**src/rtl/packer_pkg.sv**
```systemverilog
// Shared constants and FSM state type for the packet buffer.
package packer_pkg;

   localparam int PB_DEPTH_DEFAULT = 16;
   localparam int PB_WIDTH         = 8;

   typedef enum logic [1:0] {
      PB_IDLE   = 2'd0,
      PB_ACTIVE = 2'd1,
      PB_DRAIN  = 2'd2,
      PB_DONE   = 2'd3
   } pb_state_t;

endpackage

```
**src/rtl/packet_buffer_if.sv**
```systemverilog
// Producer/consumer bundle of the packet buffer. byte_count exists only
// when PACKET_BUFFER_COUNT_EN is defined.
interface packet_buffer_if;
   import packer_pkg::*;

   logic [PB_WIDTH-1:0] pkt_data;
   logic                packet_done;
   logic                last_packet;
   logic                clear;
   logic [PB_WIDTH-1:0] out_data;
   logic                out_last;
   logic                out_valid;
   logic                out_ready;
   logic                full;
   logic                overflow;
   logic                msg_done;
`ifdef PACKET_BUFFER_COUNT_EN
   logic [15:0]         byte_count;

   modport master (
      output pkt_data, packet_done, last_packet, clear, out_ready,
      input  out_data, out_last, out_valid, full, overflow, msg_done, byte_count
   );
   modport slave (
      input  pkt_data, packet_done, last_packet, clear, out_ready,
      output out_data, out_last, out_valid, full, overflow, msg_done, byte_count
   );
`else
   modport master (
      output pkt_data, packet_done, last_packet, clear, out_ready,
      input  out_data, out_last, out_valid, full, overflow, msg_done
   );
   modport slave (
      input  pkt_data, packet_done, last_packet, clear, out_ready,
      output out_data, out_last, out_valid, full, overflow, msg_done
   );
`endif

endinterface

```
**src/rtl/pb_fifo_mem.sv**
```systemverilog
// Packet buffer storage: DEPTH x {last, data} register array, one write
// port, asynchronous read. Contents are deliberately not reset.
module pb_fifo_mem
   import packer_pkg::*;
#(
   parameter int DEPTH = PB_DEPTH_DEFAULT,
   parameter int WIDTH = PB_WIDTH + 1
) (
   input  logic                     clk,
   input  logic                     we_i,
   input  logic [$clog2(DEPTH)-1:0] waddr_i,
   input  logic [WIDTH-1:0]         wdata_i,
   input  logic [$clog2(DEPTH)-1:0] raddr_i,
   output logic [WIDTH-1:0]         rdata_o
);

   logic [WIDTH-1:0] mem_q [DEPTH];

   always_ff @(posedge clk) begin
      if (we_i) begin
         mem_q[waddr_i] <= wdata_i;
      end
   end

   assign rdata_o = mem_q[raddr_i];

endmodule

```
**src/rtl/packet_buffer.sv**
```systemverilog
// Message-aware byte FIFO between the packer and its consumer.
// Define PACKET_BUFFER_COUNT_EN to add the byte_count output.
//
// state  | meaning
// IDLE   | no message in progress
// ACTIVE | message bytes arriving, final byte not yet seen
// DRAIN  | final byte stored; new bytes dropped until it is read out
// DONE   | final byte transferred; msg_done high for this one cycle
module packet_buffer
   import packer_pkg::*;
#(
   parameter int DEPTH = PB_DEPTH_DEFAULT
) (
   input  logic            clk,
   input  logic            n_rst,
   packet_buffer_if.slave  pb_io
);

   localparam int PTR_W = $clog2(DEPTH);
   localparam int CNT_W = PTR_W + 1;
   localparam logic [CNT_W-1:0] CNT_FULL = CNT_W'(DEPTH);

   pb_state_t         state_q, state_d;
   logic [PTR_W-1:0]  wr_ptr_q, wr_ptr_d;
   logic [PTR_W-1:0]  rd_ptr_q, rd_ptr_d;
   logic [CNT_W-1:0]  count_q, count_d;
   logic              overflow_q, overflow_d;
   logic [PB_WIDTH:0] head;
   logic              full, rd_en, wr_en, drop_en;

   assign full  = (count_q == CNT_FULL);
   assign rd_en = (count_q != '0) && pb_io.out_ready;
   // A full buffer can still take a byte when the head leaves in the same cycle.
   assign wr_en   = pb_io.packet_done && (state_q != PB_DRAIN) && (!full || rd_en);
   assign drop_en = pb_io.packet_done && !wr_en;

   pb_fifo_mem #(
      .DEPTH (DEPTH),
      .WIDTH (PB_WIDTH + 1)
   ) u_mem (
      .clk     (clk),
      .we_i    (wr_en && !pb_io.clear),
      .waddr_i (wr_ptr_q),
      .wdata_i ({pb_io.last_packet, pb_io.pkt_data}),
      .raddr_i (rd_ptr_q),
      .rdata_o (head)
   );

   always_comb begin
      wr_ptr_d   = wr_ptr_q;
      rd_ptr_d   = rd_ptr_q;
      count_d    = count_q;
      overflow_d = overflow_q | drop_en;
      if (wr_en) wr_ptr_d = wr_ptr_q + PTR_W'(1);
      if (rd_en) rd_ptr_d = rd_ptr_q + PTR_W'(1);
      case ({wr_en, rd_en})
         2'b10:   count_d = count_q + CNT_W'(1);
         2'b01:   count_d = count_q - CNT_W'(1);
         default: count_d = count_q;
      endcase
      if (pb_io.clear) begin
         wr_ptr_d   = '0;
         rd_ptr_d   = '0;
         count_d    = '0;
         overflow_d = 1'b0;
      end
   end

   always_comb begin
      state_d = state_q;
      case (state_q)
         PB_IDLE, PB_DONE: begin
            if (wr_en)                 state_d = pb_io.last_packet ? PB_DRAIN : PB_ACTIVE;
            else if (state_q == PB_DONE) state_d = PB_IDLE;
         end
         PB_ACTIVE: if (wr_en && pb_io.last_packet) state_d = PB_DRAIN;
         PB_DRAIN:  if (rd_en && head[PB_WIDTH])    state_d = PB_DONE;
         default:   state_d = PB_IDLE;
      endcase
      if (pb_io.clear) state_d = PB_IDLE;
   end

   always_ff @(posedge clk or negedge n_rst) begin
      if (!n_rst) begin
         state_q    <= PB_IDLE;
         wr_ptr_q   <= '0;
         rd_ptr_q   <= '0;
         count_q    <= '0;
         overflow_q <= 1'b0;
      end else begin
         state_q    <= state_d;
         wr_ptr_q   <= wr_ptr_d;
         rd_ptr_q   <= rd_ptr_d;
         count_q    <= count_d;
         overflow_q <= overflow_d;
      end
   end

   assign pb_io.out_data  = head[PB_WIDTH-1:0];
   assign pb_io.out_last  = head[PB_WIDTH];
   assign pb_io.out_valid = (count_q != '0);
   assign pb_io.full      = full;
   assign pb_io.overflow  = overflow_q;
   assign pb_io.msg_done  = (state_q == PB_DONE);

`ifdef PACKET_BUFFER_COUNT_EN
   logic [15:0] byte_count_q, byte_count_d;

   always_comb begin
      byte_count_d = byte_count_q;
      if (pb_io.clear || state_q == PB_DONE) byte_count_d = '0;
      else if (rd_en && byte_count_q != 16'hFFFF) byte_count_d = byte_count_q + 16'd1;
   end

   always_ff @(posedge clk or negedge n_rst) begin
      if (!n_rst) byte_count_q <= '0;
      else        byte_count_q <= byte_count_d;
   end

   assign pb_io.byte_count = byte_count_q;
`endif

endmodule

```
**src/flat_wrapper.sv**
```systemverilog
// flat-port wrapper written by rule: the top's interface ports become plain ports
module packet_buffer_flat import packer_pkg::*;
#(
   parameter int DEPTH = PB_DEPTH_DEFAULT
)
  (clk, n_rst, pb_io_pkt_data, pb_io_packet_done, pb_io_last_packet, pb_io_clear, pb_io_out_ready, pb_io_out_data, pb_io_out_last, pb_io_out_valid, pb_io_full, pb_io_overflow, pb_io_msg_done);
  packet_buffer_if pb_io_i ();
  input  logic clk;
  input  logic n_rst;
  input wire logic [$bits(pb_io_i.pkt_data)-1:0] pb_io_pkt_data;
  input wire logic [$bits(pb_io_i.packet_done)-1:0] pb_io_packet_done;
  input wire logic [$bits(pb_io_i.last_packet)-1:0] pb_io_last_packet;
  input wire logic [$bits(pb_io_i.clear)-1:0] pb_io_clear;
  input wire logic [$bits(pb_io_i.out_ready)-1:0] pb_io_out_ready;
  output wire logic [$bits(pb_io_i.out_data)-1:0] pb_io_out_data;
  output wire logic [$bits(pb_io_i.out_last)-1:0] pb_io_out_last;
  output wire logic [$bits(pb_io_i.out_valid)-1:0] pb_io_out_valid;
  output wire logic [$bits(pb_io_i.full)-1:0] pb_io_full;
  output wire logic [$bits(pb_io_i.overflow)-1:0] pb_io_overflow;
  output wire logic [$bits(pb_io_i.msg_done)-1:0] pb_io_msg_done;
  assign pb_io_i.pkt_data = pb_io_pkt_data;
  assign pb_io_i.packet_done = pb_io_packet_done;
  assign pb_io_i.last_packet = pb_io_last_packet;
  assign pb_io_i.clear = pb_io_clear;
  assign pb_io_i.out_ready = pb_io_out_ready;
  assign pb_io_out_data = pb_io_i.out_data;
  assign pb_io_out_last = pb_io_i.out_last;
  assign pb_io_out_valid = pb_io_i.out_valid;
  assign pb_io_full = pb_io_i.full;
  assign pb_io_overflow = pb_io_i.overflow;
  assign pb_io_msg_done = pb_io_i.msg_done;
  packet_buffer #(.DEPTH(DEPTH)) u_core (.clk(clk), .n_rst(n_rst), .pb_io(pb_io_i));
endmodule
```
**config.mk**
```make
export PLATFORM = sky130hd
export DESIGN_NAME = packet_buffer_flat
export DESIGN_NICKNAME = d
export VERILOG_FILES = /design/src/rtl/packer_pkg.sv /design/src/rtl/packet_buffer_if.sv /design/src/rtl/pb_fifo_mem.sv /design/src/rtl/packet_buffer.sv /design/src/flat_wrapper.sv
export SDC_FILE = /design/constraint.sdc
export NUM_CORES = 1
export LEC_CHECK = 0
export CAP_MARGIN = 20
export CORE_UTILIZATION = 37
export CTS_CLUSTER_DIAMETER = 100
export DETAILED_ROUTE_END_ITERATION = 12
export SYNTH_ARGS = -nofsm -noshare
export SYNTH_HDL_FRONTEND = slang
export SYNTH_SLANG_ARGS = --single-unit
```
**constraint.sdc**
```tcl
create_clock -name clk -period 2.7 [get_ports clk]
set_input_delay 0.54 -clock clk [delete_from_list [all_inputs] [get_ports clk]]
set_output_delay 0.54 -clock clk [all_outputs]
set_load 0.02 [all_outputs]
```
==> flow_metrics.env, run 1 <==
export IMPL_yosys_top_cells_area="edfxtp_1 66%, mux4_2 15%, dfrtp_1 6.1%"
export IMPL_cp_max_fo=8
export IMPL_wire_per_inst_um=21.02
export IMPL_crit_cells=5
export IMPL_cap_violations=0
export IMPL_ioPinCount=27
export IMPL_final_cell_mix="144 x edfxtp_1, 44 x mux4_2, 31 x nor2_1"
export IMPL_fp_dieArea_um2=18300
export IMPL_rsz0062_at_grt="yes"
export IMPL_r2r_end="u_core.count_q[4]"
export IMPL_maxSlewViolCount=0
export IMPL_worstMarginPinSlew_ps=855.8
export IMPL_layout_nets=433
export IMPL_cts_buffers=17
export IMPL_max_freq_ghz=0.3576
export IMPL_cts_max_level=4
export IMPL_endpoint="pb_io_out_data[4]"
export IMPL_die_w_um=135.3
export IMPL_finalSetupViolCount=8
export IMPL_gr_total_overflow=0
export IMPL_final_common_cell="edfxtp_1"
export IMPL_hpwl_mm=8.334
export IMPL_port_buffers=26
export IMPL_placed_cells=609
export IMPL_ys_seq_area_share_pct=71.90
export IMPL_num_vias=3327
export IMPL_end_kind="primary output"
export IMPL_cts_tree="built"
export IMPL_drive_gt1_share_pct=31.28
export IMPL_hold_class="reg -> reg"
export IMPL_setup_slack_ps=-96.34
export IMPL_r2r_slack_ps=260
export IMPL_grt_pass1_vias=3597
export IMPL_core_area_um2=17300
export IMPL_criticalPathCategory="reg -> out"
export IMPL_cp_cell_sequence="buf_12 > buf_12 > mux4_2 > mux4_2 > buf_6"
export IMPL_start_kind="flop"
export IMPL_violations="setup timing"
export IMPL_root_buffer="clkbuf_16"
export IMPL_irDropWorstVdd_mv=0.6397
export IMPL_clk_pin_slew_ps=60
export IMPL_start_util_pct=37.99
export IMPL_ys_types=36
export IMPL_hold_violations=0
export IMPL_antenna_found_initial=0
export IMPL_crit_start="u_core.rd_ptr_q[0]"
export IMPL_arrival_ps=2260
export IMPL_drt_initial_drc_count=208
export IMPL_reg2reg_from="u_core.count_q[2]"
export IMPL_dr_pass1_iters=4
export IMPL_die_y_um=135.3
export IMPL_clock_path_buffers=2
export IMPL_worst_clock_skew_ps=4.969
export IMPL_finalPower_mw=6.708
export IMPL_grt_first_pass_wirelength_mm=21.27
export IMPL_wirelength_mm=13.60
export IMPL_slowest_delay_ps=510
export IMPL_grt_max_degree=19
export IMPL_outcome="complete, but fails checks"
export IMPL_synth_fp_nets=362
export IMPL_synth_top_area_share_pct=65.80
export IMPL_syn_mean_instance_area_um2=19.44
export IMPL_cts_sinks=160
export IMPL_power_leakage_nw=2.733
export IMPL_cp_top_family="multiplexers"
export IMPL_yosys_warnings=0
export IMPL_final_cells=647
export IMPL_drc_errors=0
export IMPL_netlist_instances=338
export IMPL_holdBufCountCts=0
export IMPL_netlist_area_um2=6571
export IMPL_clk_latency_ps=420
export IMPL_synth_seq_cells=160
export IMPL_area_growth_pct=23.27
export IMPL_track_usage_pct=16.72
export IMPL_antenna_left=0
export IMPL_fin_crit_ps=2796
export IMPL_critPathBufInv=3
export IMPL_n_antenna_cell=0
export IMPL_gp_congestion=0.7725
export IMPL_fin_crit_sh_pct=103.6
export IMPL_rows=48
export IMPL_cp_slowest_cell="mux4_2"
export IMPL_relSlewSlack_pct=42.76
export IMPL_fillCellCount=1473
export IMPL_reg2regPathDepth=9
export IMPL_routed_via_density=5.142
export IMPL_synth_area_leader_cell="edfxtp_1"
export IMPL_power_density_nw_per_um2=828.1
export IMPL_cp_required_ps=2160
## cell usage after synthesis, drive strengths merged
master    n
buf      10
nor2     31
nand2b    3
o221ai    1
nand4     2
a32o      1
dfrtp    16
mux4     44
or4       1
a21oi     5
inv      10
a31oi     2
xor2      5
o211ai    1
edfxtp  144
nand3     2
a21bo     1
nor3      2
clkbuf    4
nand2     9
nor3b     1
mux2i     7
and3      6
ha       10
or3       1
o21ai     6
and2      2
xnor2     6
nor2b     3
o21a      2
## power by group
group | total, mW | switching, mW | internal, mW
clock | 2.17 | 0.917 | 1.26
sequential | 2.88 | 0.0745 | 2.80
combinational | 1.66 | 0.789 | 0.870
total | 6.71 | 1.78 | 4.93
## metal layers
layer  wire length [um]  up-vias  global-route usage, %
met5                  0        -                      0
met4                229        0                  6.617
met3                579       18                  4.227
met2               7031       79                  27.78
met1               5759     1738                  20.97
li1                   -     1492                      -
## repair_timing
| action | 4_1_cts | 5_1_grt |
|---|---|---|
| cloned | 2 | 0 |
| endpoints found under the setup margin | 11 | 10 |
| gates resized for setup | 58 | 11 |
| setup buffers | 6 | 1 |
| endpoints found under the hold margin | 0 | 0 |
## sequential cells by signal, summed over array words and instances (netlist names)
register               cells
u_core.u_mem.mem_q       144
u_core.count_q             5
u_core.rd_ptr_q            4
u_core.wr_ptr_q            4
u_core.state_q             2
u_core.pb_io.overflow      1
## tightest hold or removal path, cell delays in order, from the launching register on
cell and delay, ps:
dfrtp_1 340, a21oi_1 40, nor2_1 70
## area by class of cell
class,instances,area [um^2],area share [%]
clock buffers,21,440.4,5.437
clock inverters,11,90.09,1.112
inverters,10,37.54,0.4634
multi-input cells,154,1753,21.64
flip-flops and latches,160,4726,58.34
well taps,225,281.5,3.475
repair buffers,66,772.0,9.530
## worst min path at each step
stage	startpoint	end	slack [ps]	depth (start not counted)
6_report	u_core.pb_io.overflow	u_core.pb_io.overflow	500	2
5_1_grt	u_core.pb_io.overflow	u_core.pb_io.overflow	550	2
4_1_cts	u_core.pb_io.overflow	u_core.pb_io.overflow	510	2
3_5_place_dp	u_core.pb_io.overflow	u_core.pb_io.overflow	490	2
3_3_place_gp	u_core.pb_io.overflow	u_core.pb_io.overflow	480	2
2_1_floorplan	n_rst	u_core.count_q[0]	240	0
## per-stage QoR
stage / TNS [ps] / instance area, um^2 / hold WS (ps) / utilization [%] / setup WS (ps)
floorplan: 0 / 6571 / 244.4 / - / 164.9
global placement: -160.1 / 7465 / 483.0 / 43.16 / -48.82
detailed placement: -319.3 / 7465 / 493.2 / 43.16 / -87.35
CTS: -1151 / 8124 / 511.1 / 46.97 / -194.1
global route: -1113 / 8100 / 552.5 / 46.83 / -175.6
finish: -547.4 / 8100 / 500.8 / 46.83 / -96.34
## cells by family after synthesis
logic type               after synthesis  synth area share (%)
AO/OA/AOI/OAI                         19                 2.551
XOR/XNOR                              11                 1.466
adder cells (fa/ha/maj)               10                 1.904
buffers and inverters                 24                 1.599
flip-flops                           160                 71.90
multiplexers                          51                 16.15
AND/OR/NAND/NOR                       63                 4.437
(Power assumes the default switching activity.)
==> run 2, diff against run 1 <==
--- a/config.mk
+++ b/config.mk
@@ -5,6 +5,7 @@
 export SDC_FILE = /design/constraint.sdc
 export NUM_CORES = 1
 export LEC_CHECK = 0
+export ABC_AREA = 0
 export CAP_MARGIN = 20
 export CORE_UTILIZATION = 37
 export CTS_CLUSTER_DIAMETER = 100
==> results of run 2 <==
The final DEF is identical to that of run 1; final timing and power are the same.
==> run 3, diff against run 2 <==
--- a/config.mk
+++ b/config.mk
@@ -7,6 +7,7 @@
 export LEC_CHECK = 0
 export ABC_AREA = 0
 export CAP_MARGIN = 20
+export CORE_ASPECT_RATIO = 0.75
 export CORE_UTILIZATION = 37
 export CTS_CLUSTER_DIAMETER = 100
 export DETAILED_ROUTE_END_ITERATION = 12
==> flow_metrics.env, run 3 (synthesis results as in run 1) <==
export IMPL_outcome="complete, but fails checks"
export IMPL_violations="setup timing"
export IMPL_cts_buffers=17
export IMPL_clock_path_buffers=2
export IMPL_cts_sinks=160
export IMPL_grt_pass1_vias=3511
export IMPL_power_density_nw_per_um2=858.0
export IMPL_area_growth_pct=26.09
export IMPL_criticalPathCategory="reg -> out"
export IMPL_drive_gt1_share_pct=33.41
export IMPL_internal_power_mw=5.272
export IMPL_cp_slowest_cell="mux4_2"
export IMPL_hold_class="reg -> reg"
export IMPL_routed_via_density=5.027
export IMPL_fin_crit_sh_pct=105.8
export IMPL_r2r_end="u_core.count_q[4]"
export IMPL_ioPinCount=27
export IMPL_endpoint="pb_io_out_data[5]"
export IMPL_core_area_um2=17080
export IMPL_p_comb_share_pct=24.6
export IMPL_power_switching_mw=1.838
export IMPL_regMostFlops="u_core.u_mem.mem_q"
export IMPL_cap_violations=0
export IMPL_finalSetupViolCount=9
export IMPL_cts_tree="built"
export IMPL_fillCellCount=1384
export IMPL_max_freq_ghz=0.3502
export IMPL_finalPower_mw=7.109
export IMPL_cp_cell_sequence="buf_12 > buf_12 > buf_16 > mux4_2 > mux4_2 > buf_6"
export IMPL_crit_start="u_core.rd_ptr_q[0]"
export IMPL_hpwl_mm=8.922
export IMPL_start_kind="flop"
export IMPL_grt_first_pass_wirelength_mm=21.35
export IMPL_placed_area_um2=7476
export IMPL_maxSlewViolCount=0
export IMPL_reg2reg_from="u_core.count_q[2]"
export IMPL_fin_hold_ws_ps=506.7
export IMPL_largest_register_ff_count=144
export IMPL_final_common_cell="edfxtp_1"
export IMPL_sw_frac_of_total_pct=25.85
export IMPL_die_y_um=117.4
export IMPL_seqPwrFrac_pct=40.5
export IMPL_worst_clock_skew_ps=6.962
export IMPL_drt_initial_drc_count=261
export IMPL_setup_slack_ps=-155.3
export IMPL_layout_nets=442
export IMPL_wirelength_mm=13.72
export IMPL_cts_max_level=4
export IMPL_antenna_left=0
export IMPL_clk_latency_ps=420
export IMPL_antenna_found_initial=2
export IMPL_final_cell_mix="144 x edfxtp_1, 44 x mux4_2, 31 x nor2_1"
export IMPL_cp_required_ps=2160
export IMPL_root_buffer="clkbuf_16"
export IMPL_largestRegisters="u_core.u_mem.mem_q x144, u_core.count_q x5"
export IMPL_hold_violations=0
export IMPL_power_leakage_nw=2.834
export IMPL_gr_total_overflow=0
export IMPL_wire_per_inst_um=20.53
export IMPL_dr_pass1_iters=5
export IMPL_fin_crit_ps=2855
export IMPL_end_kind="primary output"
export IMPL_num_vias=3358
export IMPL_rows=41
export IMPL_fin_area_um2=8285
export IMPL_gp_congestion=0.7732
export IMPL_critPathBufInv=4
export IMPL_holdBufCountCts=0
export IMPL_cp_top_family="multiplexers"
export IMPL_grt_max_degree=21
export IMPL_worstMarginPinSlew_ps=794.3
export IMPL_crit_cells=6
export IMPL_reg2regPathDepth=9
export IMPL_fp_dieArea_um2=18300
export IMPL_multi_input_area_um2=1749
export IMPL_clk_pin_slew_ps=60
export IMPL_arrival_ps=2320
export IMPL_relSlewSlack_pct=46.88
export IMPL_irDropWorstVdd_mv=0.5124
export IMPL_drc_errors=0
export IMPL_start_util_pct=38.47
export IMPL_cp_max_fo=6
export IMPL_r2r_slack_ps=210
export IMPL_port_buffers=26
export IMPL_rsz0062_at_grt="yes"
export IMPL_clock_power_share_pct=34.9
export IMPL_track_usage_pct=16.54
export IMPL_die_w_um=155.9
export IMPL_slowest_delay_ps=480
export IMPL_regArea_um2=4726
-- run 3: changes by cell type in the layout (fill, tap and decap cells not counted), moves of 2 or more --
| cell | change |
|---|---|
| buf_16 | +2 |
| bufinv_16 | +3 |
| clkbuf_1 | -4 |
| buf_4 | +9 |
-- run 3: worst min-delay path by stage --
| stage | start | end | slack, ps | depth (start not counted) |
|---|---|---|---|---|
| 3_5_place_dp | u_core.pb_io.overflow | u_core.pb_io.overflow | 510 | 2 |
| 3_3_place_gp | u_core.pb_io.overflow | u_core.pb_io.overflow | 490 | 2 |
| 6_report | u_core.pb_io.overflow | u_core.pb_io.overflow | 510 | 2 |
| 4_1_cts | u_core.pb_io.overflow | u_core.pb_io.overflow | 520 | 2 |
| 5_1_grt | u_core.pb_io.overflow | u_core.pb_io.overflow | 540 | 2 |
| 2_1_floorplan | n_rst | u_core.count_q[0] | 240 | 0 |
-- run 3: per-stage QoR --
| stage | cells | worst slack, ps | setup TNS (ps) | utilization (%) |
|---|---|---|---|---|
| 6_report | 668 | -155.3 | -1069 | 48.50 |
| 3_5_place_dp | 623 | -58.65 | -221.3 | 43.76 |
| 2_1_floorplan | 338 | 164.9 | 0 | - |
| 3_3_place_gp | 623 | -51.21 | -160.3 | 43.76 |
| 4_1_cts | 666 | -175.0 | -1280 | 48.35 |
| 5_1_grt | 667 | -215.9 | -1583 | 48.49 |
-- run 3: tightest hold or removal path: cells and delay by family, from the launching register on --
kind,cells,cell delay [ps]
simple gates,1,70
compound gates,1,50
flops,1,350
-- run 3: layer usage --
layer  GRT usage [%]  share of wire [%]  wire (um)
met1           23.81                 48       6602
met2           24.05                 45       6236
met5               0               0.12         17
met4           7.353                1.8        253
met3           3.622                4.4        605
-- run 3: area by class of cell --
cell class	instances	area share (%)
flip-flops and latches	160	57.04
multi-input cells	154	21.11
repair buffers	75	10.37
clock buffers	17	5.134
well taps	236	3.564
clock inverters	15	2.295
inverters	10	0.4530
diodes	1	0.03020
-- run 3: repair_timing --
action | 4_1_cts | 5_1_grt
cloned | 2 | 0
setup endpoints to repair | 11 | 11
resized for setup | 54 | 11
buffers inserted | 9 | 1
-- run 3: power by group through the flow --
stage                     Sequential (mW)  Clock [mW]  Combinational, mW
after detailed placement             2.93           0               1.59
after global routing                 2.89        2.60               1.90
after CTS                            2.87        2.52               1.73
final                                2.88        2.48               1.75
after floorplan                      2.91           0               1.07
after global placement               2.93           0               1.55
